### src/rtl/uart_rx.sv
// uart_rx: serial-to-parallel UART receiver, the receive side of uart_tx.
// Frame: start bit (0), DATA_W data bits LSB first, optional parity bit, stop bit (1).
// The idle line is high.
//
// Ports:
//   clk        system clock
//   rst_n      asynchronous active-low reset
//   baud_sel   bit period select, latched at each start edge (0=115200 .. 3=9600)
//   rx_din     asynchronous serial input pin
//   dout       received byte, held until the next frame completes
//   dout_vld   one-cycle strobe when dout updates
//   parity_err parity mismatch, coincident with dout_vld (0 when PARITY_EN=0)
//   frame_err  stop bit sampled low, coincident with dout_vld
//   rx_busy    high while a frame is being received
module uart_rx #(
    parameter int unsigned DATA_W      = 8,
    parameter int unsigned BAUD_115200 = 434,
    parameter int unsigned BAUD_57600  = 868,
    parameter int unsigned BAUD_38400  = 1302,
    parameter int unsigned BAUD_9600   = 5208,
    parameter int unsigned PARITY_EN   = 0,
    parameter int unsigned PARITY_ODD  = 1
) (
    input  logic              clk,
    input  logic              rst_n,
    input  logic [1:0]        baud_sel,
    input  logic              rx_din,
    output logic [DATA_W-1:0] dout,
    output logic              dout_vld,
    output logic              parity_err,
    output logic              frame_err,
    output logic              rx_busy
);

    localparam int unsigned CNT_W = 13;
    localparam int unsigned IDX_W = (DATA_W > 1) ? $clog2(DATA_W) : 1;

    typedef enum logic [2:0] {
        StIdle,
        StStart,
        StData,
        StParity,
        StStop
    } state_t;

    state_t              state;
    logic                rx_s1;
    logic                rx_s2;
    logic                rx_s3;
    logic [CNT_W-1:0]    period;
    logic [CNT_W-1:0]    period_dec;
    logic [CNT_W-1:0]    cnt0;
    logic [IDX_W-1:0]    cnt1;
    logic [DATA_W-1:0]   shift_reg;
    logic                par_bit;
    logic                par_exp;
    logic                start_det;
    logic                sample;
    logic                period_end;

    always_comb begin
        period_dec = CNT_W'(BAUD_115200);
        unique case (baud_sel)
            2'd0: period_dec = CNT_W'(BAUD_115200);
            2'd1: period_dec = CNT_W'(BAUD_57600);
            2'd2: period_dec = CNT_W'(BAUD_38400);
            2'd3: period_dec = CNT_W'(BAUD_9600);
            default: period_dec = CNT_W'(BAUD_115200);
        endcase
    end

    // Falling edge on the synchronised line.
    assign start_det  = rx_s3 & ~rx_s2;
    // Mid-bit sample point and last cycle of the bit, both against the latched period.
    assign sample     = (cnt0 == (period >> 1) - CNT_W'(1));
    assign period_end = (cnt0 == period - CNT_W'(1));
    assign par_exp    = (PARITY_ODD != 0) ? ~^shift_reg : ^shift_reg;
    assign rx_busy    = (state != StIdle);

    always_ff @(posedge clk or negedge rst_n) begin
        if (!rst_n) begin
            state      <= StIdle;
            rx_s1      <= 1'b1;
            rx_s2      <= 1'b1;
            rx_s3      <= 1'b1;
            period     <= CNT_W'(BAUD_115200);
            cnt0       <= '0;
            cnt1       <= '0;
            shift_reg  <= '0;
            par_bit    <= 1'b0;
            dout       <= '0;
            dout_vld   <= 1'b0;
            parity_err <= 1'b0;
            frame_err  <= 1'b0;
        end else begin
            rx_s1      <= rx_din;
            rx_s2      <= rx_s1;
            rx_s3      <= rx_s2;
            dout_vld   <= 1'b0;
            parity_err <= 1'b0;
            frame_err  <= 1'b0;

            if (state == StIdle || period_end) begin
                cnt0 <= '0;
            end else begin
                cnt0 <= cnt0 + CNT_W'(1);
            end

            case (state)
                StIdle: begin
                    if (start_det) begin
                        period <= period_dec;
                        cnt1   <= '0;
                        state  <= StStart;
                    end
                end
                StStart: begin
                    // Line back high at mid start bit: treat as a glitch.
                    if (sample && rx_s2) begin
                        state <= StIdle;
                    end else if (period_end) begin
                        cnt1  <= '0;
                        state <= StData;
                    end
                end
                StData: begin
                    if (sample) begin
                        shift_reg[cnt1] <= rx_s2;
                    end
                    if (period_end) begin
                        if (cnt1 == IDX_W'(DATA_W - 1)) begin
                            state <= (PARITY_EN != 0) ? StParity : StStop;
                        end else begin
                            cnt1 <= cnt1 + IDX_W'(1);
                        end
                    end
                end
                StParity: begin
                    if (sample) begin
                        par_bit <= rx_s2;
                    end
                    if (period_end) begin
                        state <= StStop;
                    end
                end
                StStop: begin
                    // Deliver mid stop bit and return to idle so a back-to-back start
                    // edge at the end of this stop bit is still seen.
                    if (sample) begin
                        dout       <= shift_reg;
                        dout_vld   <= 1'b1;
                        frame_err  <= ~rx_s2;
                        parity_err <= (PARITY_EN != 0) && (par_bit != par_exp);
                        state      <= StIdle;
                    end
                end
                default: state <= StIdle;
            endcase
        end
    end

endmodule

### config.mk
export PLATFORM = sky130hd
export DESIGN_NAME = uart_rx
export DESIGN_NICKNAME = d
export VERILOG_FILES = /design/src/rtl/uart_rx.sv
export SDC_FILE = /design/constraint.sdc
export NUM_CORES = 1
export LEC_CHECK = 0
export ABC_AREA = 1
export CAP_MARGIN = 10
export CORE_MARGIN = 1.5
export CORE_UTILIZATION = 40
export CTS_BUF_LIST = sky130_fd_sc_hd__clkbuf_8
export CTS_CLUSTER_SIZE = 30
export DETAILED_ROUTE_END_ITERATION = 12
export DONT_BUFFER_PORTS = 1
export PLACE_DENSITY = 0.64
export SLEW_MARGIN = 10
export SYNTH_ARGS = -nofsm -noshare
export SYNTH_HDL_FRONTEND = slang
export SYNTH_SLANG_ARGS = --single-unit
### constraint.sdc
create_clock -name clk -period 3.5 [get_ports clk]
set_input_delay 0.525 -clock clk [delete_from_list [all_inputs] [get_ports clk]]
set_output_delay 0.525 -clock clk [all_outputs]
set_load 0.01 [all_outputs]
==> impl_metrics.ini, run 1 <==
[placed_design]
dp_hpwl_mm = 6.37
dp.cells = 584
io_buffers = 0
pre_cts_ws_ps = 1020
finalWeightedCongestion = 0.976
place_area_um2 = 3530

[pwr]
comb_power_share_pct = 54.3
seq_power_share_pct = 31.6
p_switching_mw = 1.34
power.share.clock_pct = 14.1
p_int_mw = 1.29
leakage_nw = 1.80
ir_drop_v = 0.000410
switching_share_pct = 50.9
power_density_nw_per_um2 = 720
p_total_mw = 2.63

[clock_network]
clock_sinks = 50
clk_pin_slew_ps = 100
cts_root_buf = clkbuf_8
cts.htree.levels = 2
ctsLongestPathBuffers = 2
cts_setup_buffers = 0
cts_tree = built
clk-insertion-delay-late_ps = 310
cts_buffers = 5

[timing]
grt_setup_unrepaired = no
tns_ps = 0
hold_violations = 0
setup_viol = 0
post-route-period-util_pct = 71.4
fmax_mhz = 400
setup_slack_ps = 1000
drv_slew = 0
finClkSkew_ps = 7.26
period_needed_ps = 2500

[finish]
layout_common_cells = nand2_1 (132), nand3_1 (55), inv_1 (50), nor2_1 (47), dfrtp_1 (42)
fin_nets = 502
n_antenna_cell = 0
largest-register = cnt0
reg_top3 = cnt0: 13 flops, period: 10 flops
area_delta_synth_final_pct = 7.07
instances_no_fill = 593
largest_register_ffs = 13
layout-drive-gt1-share_pct = 15.6
design_area_um2 = 3650
final_common_cell = nand2_1

[setup_path]
crit_slowest_cell = dfstp_2
reg2regPathDepth = 18
critPathBufInv = 2
crit_path_max_fanout = 9
critical_path.top_delay_family = simple AND/OR/NAND/NOR gates
r2r-start = period[1]
startpoint_type = register
worstSetupEndpointType = register
path_class = register to register
crit_chain = inv_2, ha_1, inv_1, nand2_1, nand3_1, nand2_1, nor2_2, nand2_1, nor2_1, nand2_1, nor2_2, nand3_2, nand2_2, nand2_2, nor2_4, nand2_2, nand2_1, nand2_1
timing.critical_path.mode_cell = nand2_1
r2r_setup_slack_ps = 1000
crit_arrival_ps = 2720
r2r_end = cnt1[2]
required_ps = 3720
cpPeakStageDelay_ps = 560

[die]
initial_utilization_pct = 41.3
die_x_um = 95.4
num_rows = 33
ios = 17
die_y_um = 95.4
dieArea_um2 = 9100
core_um2 = 8260

[global_routing]
antenna_found_initial = 0
grt.total_usage_pct = 19.6
grt_pass1_vias = 2956
use_met2_pct = 32.7
grt_max_degree = 43
grtUsageMet3_pct = 3.59
overflow = 0
grt_pass1_wl_mm = 13.7
grt_util_met1_pct = 25.4
grt.busiest_layer = met2

[drt]
firstDrtPassIters = 4
num_vias = 3130
wl_per_cell_um = 13.8
drcViolationCount = 0
vias_per_cell = 5.28
ant_nets = 0
first_iter_violations = 187
wirelength_mm = 8.18

[yosys]
yosysSeqAreaShare_pct = 37.0
yosys_warnings = 0
syn_area_um2 = 3410
synth_area_per_cell_um2 = 7.07
synth_cell_types = 32
ys_seq_elements = 50
synth_nets = 498
synthCells = 483

[flow_run]
max_cap_violations = 0

[worst_hold_path]
min_path_type = input port to async pin

[run_status]
status = complete, no violations
-- power by group through the flow --
stage | clock [mW] | sequential, mW | combinational [mW]
after floorplan | 0 | 0.804 | 1.14
after global placement | 0 | 0.837 | 1.39
after detailed placement | 0 | 0.842 | 1.40
after CTS | 0.382 | 0.830 | 1.42
after global routing | 0.406 | 0.849 | 1.61
final | 0.370 | 0.831 | 1.43
-- logic make-up (layout without fill, tap and decap cells) --
kind of cell	after synthesis	in the layout	share of synthesized area, %
other cells	1	1	0.110
xor+xnor	4	4	1.25
compound gates	32	32	4.80
buf+inv	61	66	7.07
simple gates	325	325	46.2
fa+ha+maj	10	10	3.67
flops	50	50	37.0
-- what timing repair did --
action                    in CTS  in global routing
hold endpoints to repair      42                  0
hold buffers                   1                  0
resized for setup              0                  0
-- cell usage after synthesis --
library cell	instances	area, µm²
nand3_1	55	275
a21oi_1	8	40.0
nand2_2	25	156
and3b_1	1	8.76
conb_1	1	3.75
nor2_2	10	62.6
dfrtp_1	42	1050
o21ai_0	16	80.1
clkinv_4	1	8.76
nor3b_1	5	37.5
ha_1	10	125
nor2_4	7	78.8
nand3_2	4	40.0
nor3_1	18	90.1
nor2_1	47	176
xor2_1	3	26.3
or2_2	1	6.26
nand2_1	132	495
clkbuf_1	2	7.51
xor2_2	1	16.3
nand4_1	13	81.3
inv_1	50	188
nand3b_1	3	22.5
o22ai_1	1	6.26
o211ai_1	1	7.51
dfstp_2	8	210
nand2_4	3	33.8
nor3_2	1	10.0
buf_4	1	7.51
buf_2	3	15.0
o21ai_1	6	30.0
inv_2	4	15.0
-- how the worst max path moves through the flow --
stage | start | to | slack [ps] | cells past startpoint
after floorplan | period[1] | cnt1[1] | 1280 | 19
after global placement | period[1] | dout[1] | 1110 | 16
after detailed placement | period[1] | cnt1[1] | 1020 | 18
after CTS | period[1] | cnt1[1] | 1000 | 18
after global routing | period[1] | dout[3] | 690 | 15
final | period[1] | cnt1[2] | 1000 | 18
-- metrics by stage --
stage | util [%] | hold WS (ps)
3_5_place_dp | 42.7 | 231
4_1_cts | 44.3 | 34.3
3_3_place_gp | 42.7 | 231
2_1_floorplan | - | 229
5_1_grt | 44.3 | 22.5
6_report | 44.3 | 35.4
-- final cells by class --
| class | count | area [µm²] |
|---|---|---|
| clock buffers | 5 | 68.8 |
| clock inverters | 3 | 28.8 |
| fillers | 834 | 4600 |
| inverters | 55 | 211 |
| multi-input cells | 372 | 1910 |
| flip-flops and latches | 50 | 1260 |
| well taps | 105 | 131 |
| repair buffers | 3 | 42.5 |
-- metal layers --
layer / part of all wire, % / wire (µm) / up-vias
met3: 6.2 / 508 / 14
met5: 0 / 0 / -
met1: 47 / 3830 / 1447
li1: - / - / 1570
met4: 2.4 / 197 / 0
met2: 44 / 3640 / 99
(Power assumes the default switching activity.)
==> run 2, diff against run 1 <==
--- a/config.mk
+++ b/config.mk
@@ -13,7 +13,7 @@
 export CTS_CLUSTER_SIZE = 30
 export DETAILED_ROUTE_END_ITERATION = 12
 export DONT_BUFFER_PORTS = 1
-export PLACE_DENSITY = 0.64
+export PLACE_DENSITY = 0.66
 export SLEW_MARGIN = 10
 export SYNTH_ARGS = -nofsm -noshare
 export SYNTH_HDL_FRONTEND = slang
==> constraint.sdc (replaced) <==
create_clock -name clk -period 2 [get_ports clk]
set_input_delay 0.3 -clock clk [delete_from_list [all_inputs] [get_ports clk]]
set_output_delay 0.3 -clock clk [all_outputs]
set_load 0.01 [all_outputs]
==> run 2 against run 1 <==
The run now ends with negative setup slack left. Flip-flop and latch count is the same. Critical path depth shrank 4. Clock skew grew 4.4 ps. Clock-buffer cell count is the same. Core utilization grew 9.7 points. Die area is the same.
==> impl_metrics.ini, run 2 (synthesis gave the netlist of run 1 again) <==
[run_status]
status = finished, violations left
violations = negative setup slack

[setup_path]
cpPeakStageDelay_ps = 570
crit_path_max_fanout = 6
reg2regPathDepth = 14
startpoint_type = register
crit_arrival_ps = 2630
required_ps = 2260
path_class = register to register
crit_slowest_cell = dfstp_2
r2r_setup_slack_ps = -370
timing.critical_path.mode_cell = nand2_1
crit_chain = inv_4, ha_4, inv_1, nand2_1, nand4_1, nor2_2, nand3_1, nor2_1, nand3_2, nor3_4, nand2_4, clkinv_4, nand2_1, nand2_1
r2r-start = period[1]
r2r_end = dout[2]
worstSetupEndpointType = register

[timing]
finClkSkew_ps = 11.7
grt_setup_unrepaired = yes
post-route-period-util_pct = 118
tns_ps = -9210
drv_slew = 0
worst_slew_pin_slew_ps = 923
setup_slack_ps = -367
hold_violations = 0
fmax_mhz = 423
period_needed_ps = 2370
setup_viol = 37
slew_headroom_pct = 38.0

[drt]
drcViolationCount = 0
first_iter_violations = 199
firstDrtPassIters = 5
num_vias = 3394
vias_per_cell = 5.21
wl_per_cell_um = 15.2
ant_nets = 0
wirelength_mm = 9.87

[global_routing]
grt.total_usage_pct = 22.7
grt_max_degree = 51
grt_pass1_wl_mm = 15.6
grt_pass1_vias = 3226
overflow = 0
antenna_found_initial = 0

[placed_design]
dp_hpwl_mm = 7.17
finalWeightedCongestion = 0.997
io_buffers = 0

[worst_hold_path]
min_to = period[4]
holdCritStartpoint = baud_sel[0]
hold_depth = 2
min_path_type = input port to register

[flow_run]
max_cap_violations = 0

[finish]
utilization_pct = 54.0
fin_nets = 560
largest_register_ffs = 13
final_common_cell = nand2_1
layout-drive-gt1-share_pct = 35.0
area_delta_synth_final_pct = 30.6
layout_common_cells = nand2_1 (114), buf_4 (51), inv_1 (47), nand3_1 (43), dfrtp_1 (41)
largest-register = cnt0
fillCellCount = 806
n_antenna_cell = 0
reg_top3 = cnt0: 13 flops, period: 10 flops

[die]
initial_utilization_pct = 41.3
dieArea_um2 = 9100
ios = 17
die_y_um = 95.4
core_um2 = 8260
die_x_um = 95.4
num_rows = 33

[clock_network]
clk-insertion-delay-late_ps = 320
clk_pin_slew_ps = 110
cts.htree.levels = 2
cts_root_buf = clkbuf_8
clock_sinks = 50
ctsLongestPathBuffers = 2
cts_tree = built
cts_buffers = 5

[pwr]
ir_drop_v = 0.000980
leakage_nw = 2.17
power_density_nw_per_um2 = 1320
-- run 2: where the power goes --
group | internal [mW] | leakage (nW) | switching (mW)
clock | 0.261 | 0.0502 | 0.404
sequential | 1.21 | 0.655 | 0.210
combinational | 1.51 | 1.47 | 2.29
total | 2.98 | 2.17 | 2.90
-- run 2: critical path, delay by kind of cell, from the launching register on --
family | cells | cell delay [ps]
flip-flops | 1 | 570
adder cells (fa/ha/maj) | 1 | 270
AND/OR/NAND/NOR | 10 | 1270
buffers and inverters | 3 | 210
-- run 2: metal layers --
layer	up-vias	wire length [µm]	track usage, %
met1	1606	4610	31.6
li1	1682	-	-
met5	-	0	0
met4	0	215	8.95
met3	18	446	2.95
met2	88	4600	35.6
-- run 2: how the worst max path moves through the flow --
stage                         start       to  slack [ps]  cells past startpoint
after CTS                 period[1]  cnt1[2]        -260                     17
after global placement    period[3]  cnt1[0]        -230                     16
final                     period[1]  dout[2]        -370                     14
after global routing      period[1]  dout[2]        -450                     14
after floorplan           period[1]  cnt1[1]        -150                     19
after detailed placement  period[3]  cnt1[1]        -280                     16
-- run 2: cell type report --
type	instances	area [µm²]	share of cell area, %
Inverter	55	214	4.80
Timing Repair inverter	1	8.76	0.196
Multi-Input combinational cell	373	2230	50.1
Clock inverter	3	28.8	0.646
Tap cell	105	131	2.95
Sequential cell	50	1260	28.3
Timing Repair Buffer	59	509	11.4
Clock buffer	5	68.8	1.54
-- run 2: repair_timing --
action	4_1_cts	5_1_grt
hold endpoints to repair	51	0
resized for setup	31	43
endpoints found under the setup margin	37	37
buffers inserted	3	3
pin swaps	23	30
hold buffers	3	0
gates cloned	2	1
-- run 2: metrics by stage --
stage | power [mW] | hold WS [ps] | setup WS [ps] | std cells | area [µm²]
after global routing | 6.32 | 187 | -450 | 651 | 4460
after detailed placement | 4.58 | 5.60 | -283 | 632 | 3950
after floorplan | 3.50 | 4.41 | -154 | 483 | 3470
after global placement | 4.53 | 6.01 | -225 | 632 | 3950
final | 5.89 | 188 | -367 | 651 | 4460
after CTS | 5.42 | 170 | -255 | 647 | 4240
